[src/rtl/mem_access_stage.sv]
// mem_access_stage: memory-access pipeline stage between execute and writeback.
// Accepts one op at a time from execute, issues a single data-bus request for
// aligned loads/stores, extracts/extends load data, and hands the result to
// writeback. Misaligned accesses raise out_adel/out_ades with no bus request.
//
// Ports:
//   clk, resetn                    clock, asynchronous active-low reset
//   in_valid/in_ready              upstream handshake (ready only when idle)
//   in_op, in_addr, in_vt, in_kill op code, effective address, rt value, flush
//   dreq_*                         data-bus request (held stable until addr_ok)
//   dresp_addr_ok/data_ok/data     data-bus acceptance and response
//   out_valid/out_ready            downstream handshake
//   out_data, out_adel, out_ades, out_badvaddr  result and address-error info
//
// Build option: define MEM_UNALIGNED_LR_EN to support LWL/LWR/SWL/SWR; when it
// is undefined those ops pass in_vt through with no bus request.
module mem_access_stage (
  input  logic        clk,
  input  logic        resetn,
  input  logic        in_valid,
  output logic        in_ready,
  input  logic [3:0]  in_op,
  input  logic [31:0] in_addr,
  input  logic [31:0] in_vt,
  input  logic        in_kill,
  output logic        dreq_valid,
  output logic [31:0] dreq_addr,
  output logic [1:0]  dreq_size,
  output logic [3:0]  dreq_strobe,
  output logic [31:0] dreq_data,
  input  logic        dresp_addr_ok,
  input  logic        dresp_data_ok,
  input  logic [31:0] dresp_data,
  output logic        out_valid,
  input  logic        out_ready,
  output logic [31:0] out_data,
  output logic        out_adel,
  output logic        out_ades,
  output logic [31:0] out_badvaddr
);

`ifdef MEM_UNALIGNED_LR_EN
  localparam bit LR_EN = 1'b1;
`else
  localparam bit LR_EN = 1'b0;
`endif

  typedef enum logic [1:0] {S_IDLE, S_REQ, S_WAIT, S_DONE} state_e;

  // Reserved codes 13-15 are listed so any 4-bit input casts cleanly.
  typedef enum logic [3:0] {
    OP_NONE, OP_LB, OP_LBU, OP_LH, OP_LHU, OP_LW, OP_LWL, OP_LWR,
    OP_SB, OP_SH, OP_SW, OP_SWL, OP_SWR, OP_R13, OP_R14, OP_R15
  } op_e;

  state_e      state_q, state_d;
  op_e         op_q, op_d;
  logic [31:0] addr_q, addr_d;
  logic [31:0] vt_q, vt_d;
  logic [31:0] res_q, res_d;
  logic        adel_q, adel_d;
  logic        ades_q, ades_d;
  logic [31:0] badv_q, badv_d;
  logic        killed_q, killed_d;

  op_e  op_in;
  logic is_lr_in, is_store_in, misal_in, passthru_in;

  function automatic logic [31:0] load_result(op_e op, logic [1:0] a,
                                              logic [31:0] vt, logic [31:0] m);
    logic [7:0]  b;
    logic [15:0] h;
    logic [31:0] r;
    b = m[{a, 3'b000} +: 8];
    h = a[1] ? m[31:16] : m[15:0];
    r = '0;
    case (op)
      OP_LB:  r = {{24{b[7]}}, b};
      OP_LBU: r = {24'h0, b};
      OP_LH:  r = {{16{h[15]}}, h};
      OP_LHU: r = {16'h0, h};
      OP_LW:  r = m;
      OP_LWL: case (a)
        2'd0:    r = {m[7:0],  vt[23:0]};
        2'd1:    r = {m[15:0], vt[15:0]};
        2'd2:    r = {m[23:0], vt[7:0]};
        default: r = m;
      endcase
      OP_LWR: case (a)
        2'd0:    r = m;
        2'd1:    r = {vt[31:24], m[31:8]};
        2'd2:    r = {vt[31:16], m[31:16]};
        default: r = {vt[31:8],  m[31:24]};
      endcase
      default: r = '0;
    endcase
    return r;
  endfunction

  // Input decode, used only on acceptance in IDLE.
  always_comb begin
    op_in       = op_e'(in_op);
    is_lr_in    = op_in inside {OP_LWL, OP_LWR, OP_SWL, OP_SWR};
    is_store_in = op_in inside {OP_SB, OP_SH, OP_SW, OP_SWL, OP_SWR};
    case (op_in)
      OP_LH, OP_LHU, OP_SH: misal_in = in_addr[0];
      OP_LW, OP_SW:         misal_in = |in_addr[1:0];
      default:              misal_in = 1'b0;
    endcase
    passthru_in = (op_in inside {OP_NONE, OP_R13, OP_R14, OP_R15}) ||
                  (is_lr_in && !LR_EN);
  end

  // Bus request fields come straight from the registered op so they stay
  // stable for as long as the stage sits in REQ.
  always_comb begin
    dreq_valid  = (state_q == S_REQ);
    dreq_addr   = (op_q inside {OP_LWL, OP_LWR, OP_SWL, OP_SWR}) ?
                  {addr_q[31:2], 2'b00} : addr_q;
    dreq_strobe = '0;
    dreq_data   = '0;
    case (op_q)
      OP_LB, OP_LBU, OP_SB: dreq_size = 2'd0;
      OP_LH, OP_LHU, OP_SH: dreq_size = 2'd1;
      default:              dreq_size = 2'd2;
    endcase
    case (op_q)
      OP_SB: begin
        dreq_strobe = 4'b0001 << addr_q[1:0];
        dreq_data   = {4{vt_q[7:0]}};
      end
      OP_SH: begin
        dreq_strobe = 4'b0011 << addr_q[1:0];
        dreq_data   = {2{vt_q[15:0]}};
      end
      OP_SW: begin
        dreq_strobe = 4'b1111;
        dreq_data   = vt_q;
      end
      OP_SWL: begin
        dreq_strobe = 4'b1111 >> (2'd3 - addr_q[1:0]);
        dreq_data   = vt_q >> {(2'd3 - addr_q[1:0]), 3'b000};
      end
      OP_SWR: begin
        dreq_strobe = 4'b1111 << addr_q[1:0];
        dreq_data   = vt_q << {addr_q[1:0], 3'b000};
      end
      default: ;
    endcase
  end

  always_comb begin
    state_d  = state_q;
    op_d     = op_q;
    addr_d   = addr_q;
    vt_d     = vt_q;
    res_d    = res_q;
    adel_d   = adel_q;
    ades_d   = ades_q;
    badv_d   = badv_q;
    killed_d = killed_q;
    case (state_q)
      S_IDLE: begin
        if (in_valid && !in_kill) begin
          op_d     = op_in;
          addr_d   = in_addr;
          vt_d     = in_vt;
          res_d    = '0;
          adel_d   = 1'b0;
          ades_d   = 1'b0;
          badv_d   = '0;
          killed_d = 1'b0;
          if (passthru_in) begin
            res_d   = is_lr_in ? in_vt : in_addr;
            state_d = S_DONE;
          end else if (misal_in) begin
            adel_d  = !is_store_in;
            ades_d  = is_store_in;
            badv_d  = in_addr;
            state_d = S_DONE;
          end else begin
            state_d = S_REQ;
          end
        end
      end
      S_REQ: begin
        // A kill here is remembered; the bus transaction still runs to completion.
        killed_d = killed_q | in_kill;
        if (dresp_addr_ok) begin
          if (dresp_data_ok) begin
            res_d   = load_result(op_q, addr_q[1:0], vt_q, dresp_data);
            state_d = killed_d ? S_IDLE : S_DONE;
          end else begin
            state_d = S_WAIT;
          end
        end
      end
      S_WAIT: begin
        killed_d = killed_q | in_kill;
        if (dresp_data_ok) begin
          res_d   = load_result(op_q, addr_q[1:0], vt_q, dresp_data);
          state_d = killed_d ? S_IDLE : S_DONE;
        end
      end
      S_DONE: begin
        if (in_kill || out_ready) state_d = S_IDLE;
      end
      default: state_d = S_IDLE;
    endcase
  end

  always_ff @(posedge clk or negedge resetn) begin
    if (!resetn) begin
      state_q  <= S_IDLE;
      op_q     <= OP_NONE;
      addr_q   <= '0;
      vt_q     <= '0;
      res_q    <= '0;
      adel_q   <= 1'b0;
      ades_q   <= 1'b0;
      badv_q   <= '0;
      killed_q <= 1'b0;
    end else begin
      state_q  <= state_d;
      op_q     <= op_d;
      addr_q   <= addr_d;
      vt_q     <= vt_d;
      res_q    <= res_d;
      adel_q   <= adel_d;
      ades_q   <= ades_d;
      badv_q   <= badv_d;
      killed_q <= killed_d;
    end
  end

  assign in_ready     = (state_q == S_IDLE);
  assign out_valid    = (state_q == S_DONE);
  assign out_data     = res_q;
  assign out_adel     = adel_q;
  assign out_ades     = ades_q;
  assign out_badvaddr = badv_q;

endmodule

[config.mk]
export PLATFORM = sky130hd
export DESIGN_NAME = mem_access_stage
export DESIGN_NICKNAME = d
export VERILOG_FILES = /design/src/rtl/mem_access_stage.sv
export SDC_FILE = /design/constraint.sdc
export NUM_CORES = 1
export LEC_CHECK = 0
export CAP_MARGIN = 25
export CORE_MARGIN = 2
export CORE_UTILIZATION = 45
export DETAILED_ROUTE_END_ITERATION = 8
export PLACE_DENSITY = 0.81
export SLEW_MARGIN = 20
export SYNTH_ARGS = -nofsm -noshare
export SYNTH_HDL_FRONTEND = slang
export SYNTH_SLANG_ARGS = --single-unit
[constraint.sdc]
create_clock -name clk -period 2.2 [get_ports clk]
set_input_delay 0.33 -clock clk [delete_from_list [all_inputs] [get_ports clk]]
set_output_delay 0.33 -clock clk [all_outputs]
set_load 0.05 [all_outputs]
==> After elaboration in Yosys (flattened, before gate mapping) <==
Index checks and enable logic that the tools add are counted.
{ "op_classes": {"add_sub_neg": 1, "n_eq_ne": 34, "shift": 7, "n_mux": 32, "bitwise_logic": 1, "n_reduce_logical": 24} }
{ "op_table": {"columns": ["op", "count"], "rows": [
  ["one-hot mux 32 bit (3 select lines)", 3],
  ["2-to-1 mux 32 bit", 7],
  ["one-hot mux 32 bit (7 select lines)", 1],
  ["one-hot mux 32 bit (5 select lines)", 1],
  ["== test 4 bit (second input constant)", 13],
  ["== test 4 x 3 -> 1 bit (second input constant)", 8],
  ["indexed part select 32 x 6 -> 8 bit", 1],
  ["<< shifter 32 x 5 -> 32 bit", 1],
  ["right shift 32 x 5 -> 32 bit", 1],
  ["one-hot mux 4 bit (5 select lines)", 1],
  ["2-to-1 mux 2 bit", 9],
  ["2-to-1 mux 16 bit", 1],
  ["== test 4 x 2 -> 1 bit (second input constant)", 3],
  ["nonzero test 4 bit", 3],
  ["OR reduction 3 bit", 3],
  ["one-hot mux 2 bit (4 select lines)", 1],
  ["== test 2 bit (second input constant)", 3],
  ["inequality test 2 x 1 -> 1 bit (second input constant)", 3],
  ["OR reduction 2 bit", 3],
  ["2-to-1 mux 1 bit", 5],
  ["nonzero test 5 bit", 1],
  ["== test 2 x 1 -> 1 bit (second input constant)", 2],
  ["== test 4 x 1 -> 1 bit (second input constant)", 1],
  ["zero test 2 bit", 2],
  ["18 further kinds", 22]
]} }
{ "word_totals": {"regBits": 137, "input_bits": 107, "out_inout_bits": 139, "wordCells": 108} }

==> Logic depth before layout (Yosys ltp) <==
{ "logic_depth": {"depth_word": 7, "depth_mapped": 9, "ltp_nobuf": 7} }

==> Worst setup path before layout <==
Ideal clock, no wire load.
{ "synth_timing": {"kind": "register to output", "startpoint": "register addr_q[0]", "endpoint": "output port dreq_data[12]", "arrival_ns": 2.460, "required_time_ns": 1.870, "slack_ns": -0.590, "path_stages_with_launch": 8, "path_buffers": 5, "path_cell_list": "dfrtp_1 -> buf_4 -> buf_4 -> buf_6 -> buf_4 -> buf_2 -> a222oi_1 -> o21ai_0"} }
{ "synth_via": {"elab_chain_len": 3, "elab_cells_between_ends": 4, "classes_between": "1 x add/sub; 2 x shift; 1 x mux"} }
{ "synth_rtl": {"columns": ["item", "line", "source"], "rows": [
  ["from (decl)", "58", "logic [31:0] addr_q, addr_d;"],
  ["from (signal assigned)", "226", "addr_q <= addr_d;"],
  ["subtractor 2 bit", "142", "dreq_data = vt_q >> {(2'd3 - addr_q[1:0]), 3'b000};"],
  ["right shift 32 x 5 -> 32 bit", "142", null],
  ["one-hot mux 32 bit (5 select lines) (*)", "127", "case (op_q)"],
  ["to (decl)", "30", "output logic [31:0] dreq_data,"]
]} }
Every way passes the cells marked *; elsewhere a longest branch is shown, timed or not.

==> Worst setup path in the final report <==
{ "layout_timing": {"startpoint": "register addr_q[1]", "endpoint": "output port dreq_data[30]"} }
Same word-level chain as after synthesis.

==> impl_metrics.yaml <==
synthesis:
  synth_edf_count: 0
  synth_adder_area_share: 0.00480
  synth.distinct_cells: 81
  synth-main-ff-cell: "dfrtp_1"
  synth_compound_area_frac: 0.279
  synth-seq-cells: 137
  synth_xor_area_frac: 0.00168
  yosysWarningCount: 0
  synth_top_family_by_area: "compound AO/OA/AOI/OAI gates"
  synth.yosys.seq_area_share: 0.329
  synth-simple-area-share: 0.161
  syn_avg_cell_area_sq_um: 8.87
  synthMuxAreaShare: 0.141
  async_reset_ff_frac: 1.00
  netlist_area_sq_um: 10400
  synth_cells: 1175
  synth_nets: 1286
sta:
  timing.fmax_ghz: 0.403
  hold_violations: 0
  setup_viol: 65
  rsz0062_at_grt: "yes"
  relSlewSlack: 0.345
  setup_ws_ns: -0.281
  finalCritPeriodShare: 1.13
  worst_pin_slew_ns: 0.970
  drv_slew: 0
  skew_ns: 0.00900
  min_period_ns: 2.48
grt:
  grt_util_met1: 0.514
  antenna_found_initial: 2
  busiest_layer: "met2"
  grt_util_met2: 0.594
  track_usage: 0.383
  grt_pass1_wl_mm: 70.4
  grtUsageMet3: 0.0850
  overflow: 0
  grt_pass1_vias: 11400
  grt_max_degree: 56
routing:
  dr.first_iter.drc_count: 1416
  post-route-drc-count: 8
  drt_first_pass_iters: 9
  ant_nets: 0
  wire_per_inst_microns: 25.5
  viasPerCell: 6.45
  vias: 12000
  wl_mm: 47.4
finish:
  fillerInstances: 1689
  design_area_sq_um: 16200
  nNetsFinal: 1670
  area_delta_synth_final_pct: 55.2
  drive_gt1_frac: 0.299
  stdcell_count: 1857
pwr:
  leakagePower_nw: 7.12
  p_int_mw: 13.3
  p_switching_mw: 12.8
  power.density_nw_per_um2: 1610
  pwr-share-comb: 0.708
  peakVddDrop_v: 0.00132
  power_frac_clock: 0.112
  netSwitchingFraction: 0.491
  seq_power_share: 0.179
clocking:
  insertion_delay_ns: 0.42
  clk_pin_slew_ns: 0.06
  cts_buffers: 17
  cts_num_sinks: 137
  cts_max_level: 4
  cts_max_path_buffers: 2
  cts_tree: "built"
  root_buffer: "clkbuf_16"
worst_setup_path:
  worstPathRequired_ns: 1.87
  crit_type: "flip-flop to primary output"
  worstPathMaxFanout: 6
  reg2reg_slack_ns: -0.22
  path_cells: "buf_8 > mux4_2 > a221o_1 > buf_12"
  timing.critical_path.slowest_stage_cell: "dfrtp_4"
  max_stage_delay_ns: 0.53
  end_kind: "primary output"
  arrival_ns: 2.15
  cp-start-kind: "flip-flop"
place:
  dp_hpwl_mm: 36.4
  gp_congestion: 1.01
  placed_area_sq_um: 14900
  io_buffers: 245
  placed_cells: 1794
floorplan:
  dieArea_sq_um: 24400
  core_sq_um: 22700
  start_util: 0.459
  die_y_microns: 156
  num_rows: 55
  io_pins: 246
  fp.dieW_microns: 156
job:
  cap_violations: 0
hold_path:
  hold_class: "input port to asynchronous set/reset pin"
run_status:
  status: "finished, violations left"
  failed_checks: "DRC, setup timing"
-- cell type report --
type / instances / area [sq um] / share of cell area
Multi-Input combinational cell: 883 / 6560 / 0.405
Timing Repair Buffer: 508 / 5190 / 0.321
Sequential cell: 137 / 3440 / 0.212
Clock buffer: 20 / 447 / 0.0276
Tap cell: 285 / 357 / 0.0220
Clock inverter: 11 / 148 / 0.00912
Inverter: 12 / 45.0 / 0.00278
Antenna cell: 1 / 2.50 / 0.000155
-- power groups by stage --
stage | combinational, mW | sequential [mW] | clock (mW)
after floorplan | 8.98 | 5.48 | 0
after global placement | 16.8 | 4.66 | 0
after detailed placement | 16.9 | 4.65 | 0
after CTS | 17.9 | 4.61 | 2.94
after global routing | 19.3 | 4.74 | 3.06
final | 18.5 | 4.68 | 2.93
-- what timing repair did --
action / CTS / global route
endpoints found under the hold margin: 51 / 0
setup buffers: 25 / 7
hold buffers: 1 / 0
endpoints found under the setup margin: 51 / 72
pin swaps: 15 / 14
gates resized for setup: 66 / 40
cloned: 1 / 0
-- synthesized netlist by cell type, drive strengths merged, types with 4 or more instances --
cell type    n  area [sq um]
a211oi       7          65.1
nor3         6          40.0
mux4        17           383
or3          8          50.1
o211ai      21           171
o2bb2ai     10          87.6
a22o        47           412
dfrtp      137          3430
a2111oi      9          92.6
a31oi       20           125
o21ai       35           175
a2bb2oi     22           193
nor2b        7          46.3
o22ai       50           313
nor2        36           143
a22oi       23           173
and3        15          93.8
mux2i       88           881
nand3        6          30.0
mux2        18           203
buf        102           677
ha           4          50.1
a222oi      10           100
a221o       16           160
nand2      279          1050
o221ai      17           161
a221oi      12           123
nand2b       8          50.1
a211o       15           131
a21oi       22           114
o21a         4          30.0
inv         12          45.0
a21o         6          45.0
clkbuf      41           154
-- sequential cells by signal, summed over array words and instances, names as in the netlist --
| register | cells |
|---|---|
| state_q | 2 |
| out_data | 32 |
| killed_q | 1 |
| addr_q | 32 |
| out_badvaddr | 32 |
| vt_q | 32 |
| op_q | 4 |
| out_adel | 1 |
| out_ades | 1 |
-- critical path: cells and delay by family, from the launching register on --
family | cells | cell delay, ns
flip-flops | 1 | 0.53
buffers and inverters | 2 | 0.32
multiplexers | 1 | 0.52
AO/OA/AOI/OAI | 1 | 0.36
-- worst paths after layout --
check	start	to	depth (start not counted)
min	resetn	out_badvaddr[17]$_DFFE_PN0P_	2
min reg2reg	addr_q[12]$_DFFE_PN0P_	addr_q[12]$_DFFE_PN0P_	2
max	addr_q[1]$_DFFE_PN0P_	dreq_data[30]	4
min in group clk	addr_q[12]$_DFFE_PN0P_	addr_q[12]$_DFFE_PN0P_	2
max reg2reg	addr_q[1]$_DFFE_PN0P_	out_data[26]$_DFFE_PN0P_	10
max in group asynchronous	resetn	op_q[1]$_DFFE_PN0P_	3
-- layer usage --
layer	vias to the layer above	wire, microns	part of all wire
met5	-	12	0.00025
met3	154	4800	0.10
met4	2	2310	0.049
li1	5194	-	-
met2	810	21500	0.45
met1	5824	18700	0.40
-- layout by cell type, fill, tap and decap left out, types with 5 or more instances in the layout --
master and instances:
a222oi_1 10, a22oi_1 23, nand2_1 271, o21ai_0 20, dfrtp_1 132, o221ai_1 11
o221ai_2 5, o21ai_1 10, a221o_1 12, mux2i_1 86, a2bb2oi_1 22, o2bb2ai_1 9
mux4_2 17, buf_4 224, o21ai_2 5, nor2_1 26, o22ai_1 50, a21o_1 6
clkdlybuf4s50_1 199, a31oi_1 20, buf_6 14, a21oi_1 17, clkbuf_16 18, inv_1 10
and3_1 10, nor2_4 6, mux2_2 18, a211o_1 15, a22o_1 47, a2111oi_0 6
o211ai_1 20, nand2_2 5, nand2b_1 6, buf_12 62, or3_1 8
-- kinds of logic after synthesis --
logic type,Yosys count
AND/OR/NAND/NOR,384
AO/OA/AOI/OAI,370
buffers and inverters,155
flip-flops,137
multiplexers,123
adder cells (fa/ha/maj),4
XOR/XNOR,2
-- metrics by stage --
step	TNS, ns	power, mW	setup slack, ns	util	hold slack (ns)
final	-10.33	26.1	-0.281	0.713	0.454
after global routing	-14.10	27.1	-0.317	0.712	0.486
after CTS	-9.59	25.4	-0.290	0.703	0.463
after detailed placement	-6.60	21.6	-0.175	0.656	0.333
after global placement	-3.31	21.5	-0.122	0.656	0.326
after floorplan	-0.689	14.5	-0.191	-	0.0344
(Power assumes the default switching activity.)
